`src/rtl/dcache_lite.sv`:
```
// Direct-mapped, write-through, write-allocate data cache with one word per frame.
// Read hits complete in zero cycles; misses and writes go to RAM and complete on dwait=0.
module dcache_lite #(
    parameter int unsigned SETS = 16
) (
    input  logic        CLK,
    input  logic        RST,
    input  logic        dmemREN,
    input  logic        dmemWEN,
    input  logic [31:0] dmemaddr,
    input  logic [31:0] dmemstore,
    input  logic        halt,
    output logic        dhit,
    output logic [31:0] dmemload,
    output logic        flushed,
    output logic [31:0] hit_count,
    output logic        ramREN,
    output logic        ramWEN,
    output logic [31:0] ramaddr,
    output logic [31:0] ramstore,
    input  logic [31:0] ramload,
    input  logic        dwait
);

    localparam int unsigned IDX_W = $clog2(SETS);
    localparam int unsigned TAG_W = 30 - IDX_W;

    typedef enum logic [1:0] {IDLE, RMISS, WRITE, FLUSHED} state_t;

    state_t             r_state;
    state_t             w_state_next;
    logic [SETS-1:0]    r_valid;
    logic [TAG_W-1:0]   r_tag  [SETS];
    logic [31:0]        r_data [SETS];
    logic [31:0]        r_hit_count;

    logic [IDX_W-1:0]   w_idx;
    logic [TAG_W-1:0]   w_tag;
    logic [31:0]        w_word_addr;
    logic               w_hit;
    logic               w_fill;
    logic [31:0]        w_fill_data;
    logic               w_hit_inc;
    logic               w_unused;

    assign w_idx       = dmemaddr[IDX_W+1:2];
    assign w_tag       = dmemaddr[31:IDX_W+2];
    assign w_word_addr = {dmemaddr[31:2], 2'b00};
    assign w_hit       = r_valid[w_idx] && (r_tag[w_idx] == w_tag);
    assign w_unused    = ^dmemaddr[1:0];
    assign hit_count   = r_hit_count;

    always_comb begin
        w_state_next = r_state;
        dhit         = 1'b0;
        dmemload     = '0;
        flushed      = 1'b0;
        ramREN       = 1'b0;
        ramWEN       = 1'b0;
        ramaddr      = '0;
        ramstore     = '0;
        w_fill       = 1'b0;
        w_fill_data  = '0;
        w_hit_inc    = 1'b0;
        unique case (r_state)
            IDLE: begin
                // halt outranks any pending request: nothing new is accepted once halted
                if (halt) begin
                    w_state_next = FLUSHED;
                end else if (dmemWEN) begin
                    w_state_next = WRITE;
                end else if (dmemREN) begin
                    if (w_hit) begin
                        dhit      = 1'b1;
                        dmemload  = r_data[w_idx];
                        w_hit_inc = 1'b1;
                    end else begin
                        w_state_next = RMISS;
                    end
                end
            end
            RMISS: begin
                ramREN  = 1'b1;
                ramaddr = w_word_addr;
                if (!dwait) begin
                    w_fill       = 1'b1;
                    w_fill_data  = ramload;
                    dhit         = dmemREN;
                    dmemload     = ramload;
                    w_state_next = halt ? FLUSHED : IDLE;
                end
            end
            WRITE: begin
                ramWEN   = 1'b1;
                ramaddr  = w_word_addr;
                ramstore = dmemstore;
                if (!dwait) begin
                    w_fill       = 1'b1;
                    w_fill_data  = dmemstore;
                    dhit         = dmemWEN;
                    w_state_next = halt ? FLUSHED : IDLE;
                end
            end
            FLUSHED: begin
                flushed = 1'b1;
            end
            default: w_state_next = IDLE;
        endcase
    end

    always_ff @(posedge CLK) begin
        if (RST) begin
            r_state     <= IDLE;
            r_valid     <= '0;
            r_hit_count <= '0;
        end else begin
            r_state <= w_state_next;
            if (w_fill) begin
                r_valid[w_idx] <= 1'b1;
            end
            if (w_hit_inc) begin
                r_hit_count <= r_hit_count + 32'd1;
            end
        end
    end

    // Tag/data need no reset; a reset abandons any fill in progress
    always_ff @(posedge CLK) begin
        if (!RST && w_fill) begin
            r_tag[w_idx]  <= w_tag;
            r_data[w_idx] <= w_fill_data;
        end
    end

endmodule

```
`config.mk`:
```
export PLATFORM = sky130hd
export DESIGN_NAME = dcache_lite
export DESIGN_NICKNAME = d
export VERILOG_FILES = /design/src/rtl/dcache_lite.sv
export SDC_FILE = /design/constraint.sdc
export NUM_CORES = 1
export LEC_CHECK = 0
export CORE_ASPECT_RATIO = 0.6
export CORE_UTILIZATION = 60
export DETAILED_ROUTE_END_ITERATION = 16
export MAX_ROUTING_LAYER = met4
export PLACE_DENSITY_LB_ADDON = 0.1
export SLEW_MARGIN = 0
export SYNTH_ARGS = -nofsm -noshare
export SYNTH_HDL_FRONTEND = slang
export SYNTH_SLANG_ARGS = --single-unit
```
`constraint.sdc`:
```
create_clock -name CLK -period 10.8 [get_ports CLK]
set_input_delay 1.62 -clock CLK [delete_from_list [all_inputs] [get_ports CLK]]
set_output_delay 1.62 -clock CLK [all_outputs]
set_load 0.05 [all_outputs]
```
==> results.cfg <==
[outcome]
status = finished clean

[cts]
cts_tree = built
numCtsBuffers = 85
cts_resized = 0
clock_path_buffers = 3
clk_pin_slew_worst_paths_ns = 0.06
post_cts_buffers = 0
ctsHoldBuffers = 0
cts.sinks = 978
clk-insertion-delay-late_ns = 0.65
cts.htree.levels = 3
clockRootBuffer = clkbuf_16

[global_route]
grt_pass1_vias = 20918
globalRouteMet3Util_pct = 6.97
gr-usage-all-layers_pct = 28.9
grt-ovfl-total = 0
use_met1_pct = 42.3
antenna_found_initial = 1
busiest_layer = met1
grt_pass1_wl_mm = 136
grt_max_degree = 82
grt_use_met2_pct = 41.9

[setup_path]
end_kind = primary output
setup.worst_path.class = in2out
arrival_ns = 7.22
required_ns = 9.18
startpoint_type = input pin
critPathMaxFanout = 69

[floorplan]
dieArea_sq_mm = 0.0671
rows = 72
die_w_um = 334
initial_core_util_pct = 61.1
core_sq_mm = 0.0649
fp.dieH_um = 201
pin_count = 234

[place]
place_hpwl_mm = 51.2
place_congestion = 0.813
port_buffers = 229
dpl.cell_count = 3096

[job]
maxCapViolCount = 0

[sta]
setup_tns_ns = 0
max_freq_mhz = 113
fin_crit_ns = 8.84
fin_crit_sh_pct = 81.9
rsz0062_at_grt = false
maxSlewViolCount = 0
setup-violations-final = 0
relSlewSlack_pct = 18.2
tightest_slew_ns = 1.22
finClkSkew_ns = 0.0252
hold_viol_final = 0

[synthesis]
yosysWarnings = 0
synthCells = 2095
synth_seq_cells = 978
yosysSeqAreaShare_pct = 72.8
synth_cell_type_count = 66
async_flop_share_pct = 0
synth_edf_count = 928
netlist_area_sq_mm = 0.0396
synth_flop_cell = edfxtp_1
avgSynthCellArea_sq_um = 18.9

[layout]
final_cell_mix = edfxtp_1 (928), mux4_2 (243), clkdlybuf4s50_1 (224), clkbuf_16 (88), nor2_1 (85)
fin_cells = 3253
num_antenna_cells = 0
nFillCells = 4038
drive_above_1_share_pct = 19.1
final_nets = 2439
synthToLayoutAreaGrowth_pct = 14.5
mostFrequentLayoutCell = edfxtp_1

[route]
ant_nets = 0
dr.pass1.iters = 6
drt-vias-per-instance = 6.48
drc = 0
post_drt_wl_per_cell_um = 28.5
wl_mm = 92.6
drt_iter0_drc = 2627
vias = 21078

[pwr]
power_density_mw_per_mm2 = 184
p_leak_uw = 0.0147
finalPower_uw = 8350
ir_worst_vdd_uv = 169

[min_path]
min_path_type = reg2reg
## worst max-delay path: stages
cell,delay (ns)
buf_8,0.45
nor2b_1,0.97
a22oi_1,0.22
nand2_1,0.16
o221ai_1,0.13
a2111oi_2,1.14
and4_1,0.65
nand4_4,0.13
buf_4,0.30
o21ai_1,0.47
clkdlybuf4s50_1,0.89
## cell families after synthesis
logic type | share of synthesized area [%]
AND/OR/NAND/NOR | 4.53
AO/OA/AOI/OAI | 3.25
buffers and inverters | 2.30
multiplexers | 16.5
flip-flops | 72.8
adder cells (fa/ha/maj) | 0.158
other | 0.00946
XOR/XNOR | 0.464
## stage by stage
stage	worst slack, ns	hold WS (ns)	utilization (%)	instance area, sq um
floorplan	4.09	0.449	-	39600
global placement	2.01	0.456	65.9	42800
detailed placement	1.95	0.466	65.9	42800
CTS	1.94	0.472	70.0	45400
global route	1.60	0.499	70.0	45400
finish	1.96	0.474	70.0	45400
## report_power, final
part	total [uW]	internal (uW)	leakage [uW]	switching, uW
registers	4260	4250	0.00893	13.3
clock network	2890	1570	0.00129	1320
logic	1190	386	0.00452	808
## Yosys cell counts, types with 2 or more instances
cell type  count  area, sq um
a2111oi_2      2         30.0
a211oi_1       3         22.5
a21oi_1       58          290
a221o_1        2         20.0
a22o_1         5         43.8
a22oi_1       25          188
a311oi_1       7         61.3
a31o_2         4         35.0
a32oi_1        2         17.5
a41oi_1        2         17.5
and2_1        65          407
and3_1        11         68.8
and4_1         3         26.3
and4b_1        2         20.0
buf_2         30          150
buf_4         14          105
buf_6          9          101
clkbuf_1      60          225
dfxtp_1       50         1000
edfxtp_1     928        27900
ha_1           5         62.6
inv_1         76          285
mux2_1         2         22.5
mux2_2        29          327
mux2i_1       70          701
mux4_2       243         5470
nand2_1       68          255
nand2b_1       5         31.3
nand3_1       18         90.1
nand4_1       13         81.3
nor2_1       101          379
nor2b_1       30          188
nor3_1        23          115
nor4_1         6         37.5
o211ai_1       2         15.0
o21a_1         2         15.0
o21ai_0       13         65.1
o21ai_1       29          145
o221ai_1       4         35.0
o22ai_1       22          138
o2bb2ai_1      3         26.3
or3_1          6         37.5
xnor2_1       11         96.3
xor2_1        10         87.6
## worst paths after layout
path,from,to,slack (ns),cells past startpoint
max reg2reg,r_tag[14][5]$_DFFE_PP_,hit_count[12]$_SDFFE_PP0P_,6.55,8
max,dmemaddr[2],dmemload[24],1.96,11
min reg2reg,r_valid[6]$_SDFFE_PP0P_,r_valid[6]$_SDFFE_PP0P_,0.47,2
min,r_valid[6]$_SDFFE_PP0P_,r_valid[6]$_SDFFE_PP0P_,0.47,2
## cell type report
class,instances,area (sq um),share of cell area [%]
clock buffers,114,2340,5.16
inverters,77,289,0.637
clock inverters,43,272,0.598
flip-flops and latches,978,28900,63.6
well taps,851,1060,2.35
multi-input cells,925,9980,22.0
repair buffers,265,2560,5.65
## sequential cells by signal, summed over array words and instances (netlist names)
| name | flops |
|---|---|
| r_tag | 416 |
| r_state | 2 |
| r_valid | 16 |
| r_data | 512 |
| hit_count | 32 |
## routing by layer
layer  routed length [um]  up-vias
met5                    0        -
met4                 1670        0
met3                 9480      128
met2                42800     1049
met1                38600    11006
li1                     -     8895
No activity file was read; power rests on OpenSTA's default activity.
==> RTL change, RTL diff (same flow settings) <==
Reset style: asynchronous (`RST`), changed in one clocked block.
--- a/src/rtl/dcache_lite.sv
+++ b/src/rtl/dcache_lite.sv
@@ -109,5 +109,5 @@
     end
 
-    always_ff @(posedge CLK) begin
+    always_ff @(posedge CLK or posedge RST) begin
         if (RST) begin
             r_state     <= IDLE;
Behaviour: differs if RST is asserted again (counterexample within 4 cycles, from zero or initial values and one cycle with RST high); with RST held inactive, the same outputs for 4 cycles.
==> RTL change against the unedited design <==
Synthesized area shrank 0.60%. Utilization grew 0.58 points. Power grew 8.0%. Sequential cell count is the same. Fmax shrank 3.5%. First-iteration DRC count grew 17%. Worst setup slack lost 0.32 ns. Sequential share of layout area grew 0.20 points. Design area grew 0.55%. Routed wire length grew 2.7%. Highest routed layer unchanged.
==> RTL change: results (changes against the unedited design) <==
| Metric | Value |
|---|---|
| Status | `finished, final reports clean` |
| Syn Area/Cell | `19.5 um2 (+3.1%)` |
| Critical path arrival | `7.55 ns (+0.33 ns)` |
| Origin of the critical flop-to-flop path | `r_tag[11][9]` |
| Place WS | `1.67 ns (-0.286 ns)` |
| Worst VDD drop | `0.144 mV (-15%)` |
| Flop2flop setup slack | `5.79 ns (-0.76 ns)` |
| Post-DP HPWL | `51600 um (+0.64%)` |
| Synth area leaders | `edfxtp_1 71%, mux4_2 13%, dfrtp_1 3.2%, mux2i_1 2.1%, and2_1 0.83%` |
| Power share of the clock group | `35.5% (+0.9 points)` |
| Crit path from | `dmemaddr[3]` |
| Via density | `6.52 (+0.65%)` |
| Hold depth | `1 (-1)` |
| Synth cell count leaders | `928 x edfxtp_1, 230 x mux4_2, 84 x mux2i_1, 77 x nor2_1, 67 x nand2_1` |
| 1st-iter DRT viols | `3061 (+17%)` |
| Tot GR Track Use | `29.9% (+1.0 points)` |
| Placement Cell Area | `42700 um2 (-0.12%)` |
| Final hold slack | `0.458 ns (-0.0158 ns)` |
| Sequential area share after synthesis | `73.9% (+1.1 points)` |
| Crit path max-delay family | `simple AND/OR/NAND/NOR gates` |
| Pre-antenna DRT Iters | `5 (-1)` |
| Nets@finish | `2378 (-2.5%)` |
| Placed cell count | `3035 (-2.0%)` |
| Routed len/inst | `29.8 um (+4.8%)` |
| Share of layout cells above drive strength 1 | `19.8% (+0.67 points)` |
| Power Density | `198 nW/um2 (+7.4%)` |
| Worst reg2reg path endpoint | `hit_count[14]` |
| Synth cell types | `62 (-6.1%)` |
| WHS Endpoint | `r_valid[9]` |
| DR WL met3 | `9170 um (-3.3%)` |
| Grt met2 use | `43.4% (+1.6 points)` |
| Grt met1 use | `45.3% (+3.0 points)` |
| Min Tclk post-route | `9.17 ns (+0.323 ns)` |
| Setup crit end | `dmemload[1]` |
| Slowest stage cell, crit path | `nor4_1` |
| Crit path buffers/inverters | `2 (-1)` |
| Number of antenna violations at the first check in global routing | `3 (+2)` |
| Metal2 WL | `44000 um (+2.8%)` |
| Pleak | `15.7 nW (+6.3%)` |
| Reg2reg path depth | `10 (+2)` |
| Final wirelength | `95100 um (+2.7%)` |
| Met3 usage | `5.43% (-1.5 points)` |
| Worst Skew | `0.0154 ns (-0.00977 ns)` |
| CTS buffer count | `85 (unchanged)` |
| Post-CTS Setup Inserts | `0 (unchanged)` |
| GPL Wtd Cong | `0.895 (+10%)` |
| Combinational share of power | `16.2% (+1.9 points)` |
| First-pass GRT wire length | `139000 um (+2.4%)` |
| Pin count of the biggest net entering global routing | `100 (+22%)` |
| CP peak stage delay | `1.03 ns (-0.11 ns)` |
| Slew margin rel. | `16.7% (-1.5 points)` |
| Vias in the first global route | `20700 (-1.0%)` |
| Start point of the worst hold path | `r_valid[9]` |
| Ys async rst share | `5.11% (+5.1 points)` |
| Int Pwr | `6.64 mW (+6.9%)` |
| Critical-path maximum fanout | `99 (+43%)` |
RTL change: cell count changes after synthesis, sizes merged, moves of 11 or more:
| cell | change |
|---|---|
| dfrtp | +50 |
| dfxtp | -50 |
| nor2 | -24 |
| inv | -21 |
| nor2b | -19 |
| xor2 | +19 |
| xnor2 | +16 |
| mux2i | +14 |
| a21oi | -13 |
| and2 | -13 |
| mux4 | -13 |
| clkbuf | -11 |
RTL change: cells by family (layout without fill, tap and decap cells):
group,after synthesis,count (layout),share of synthesized area (%)
AND/OR/NAND/NOR,299,299,3.86
multiplexers,340,340,16.0
adder cells (fa/ha/maj),5,5,0.159
AO/OA/AOI/OAI,175,175,2.96
XOR/XNOR,56,56,1.24
flip-flops,978,978,73.9
other,1,3,0.00952
buffers and inverters,165,481,1.82
RTL change: layout make-up:
type	instances	area [um2]
inverters	57	215
clock inverters	46	606
clock buffers	106	2300
flip-flops and latches	978	29100
fillers	3923	19100
well taps	851	1060
diodes	1	2.50
multi-input cells	877	9680
repair buffers	272	2650
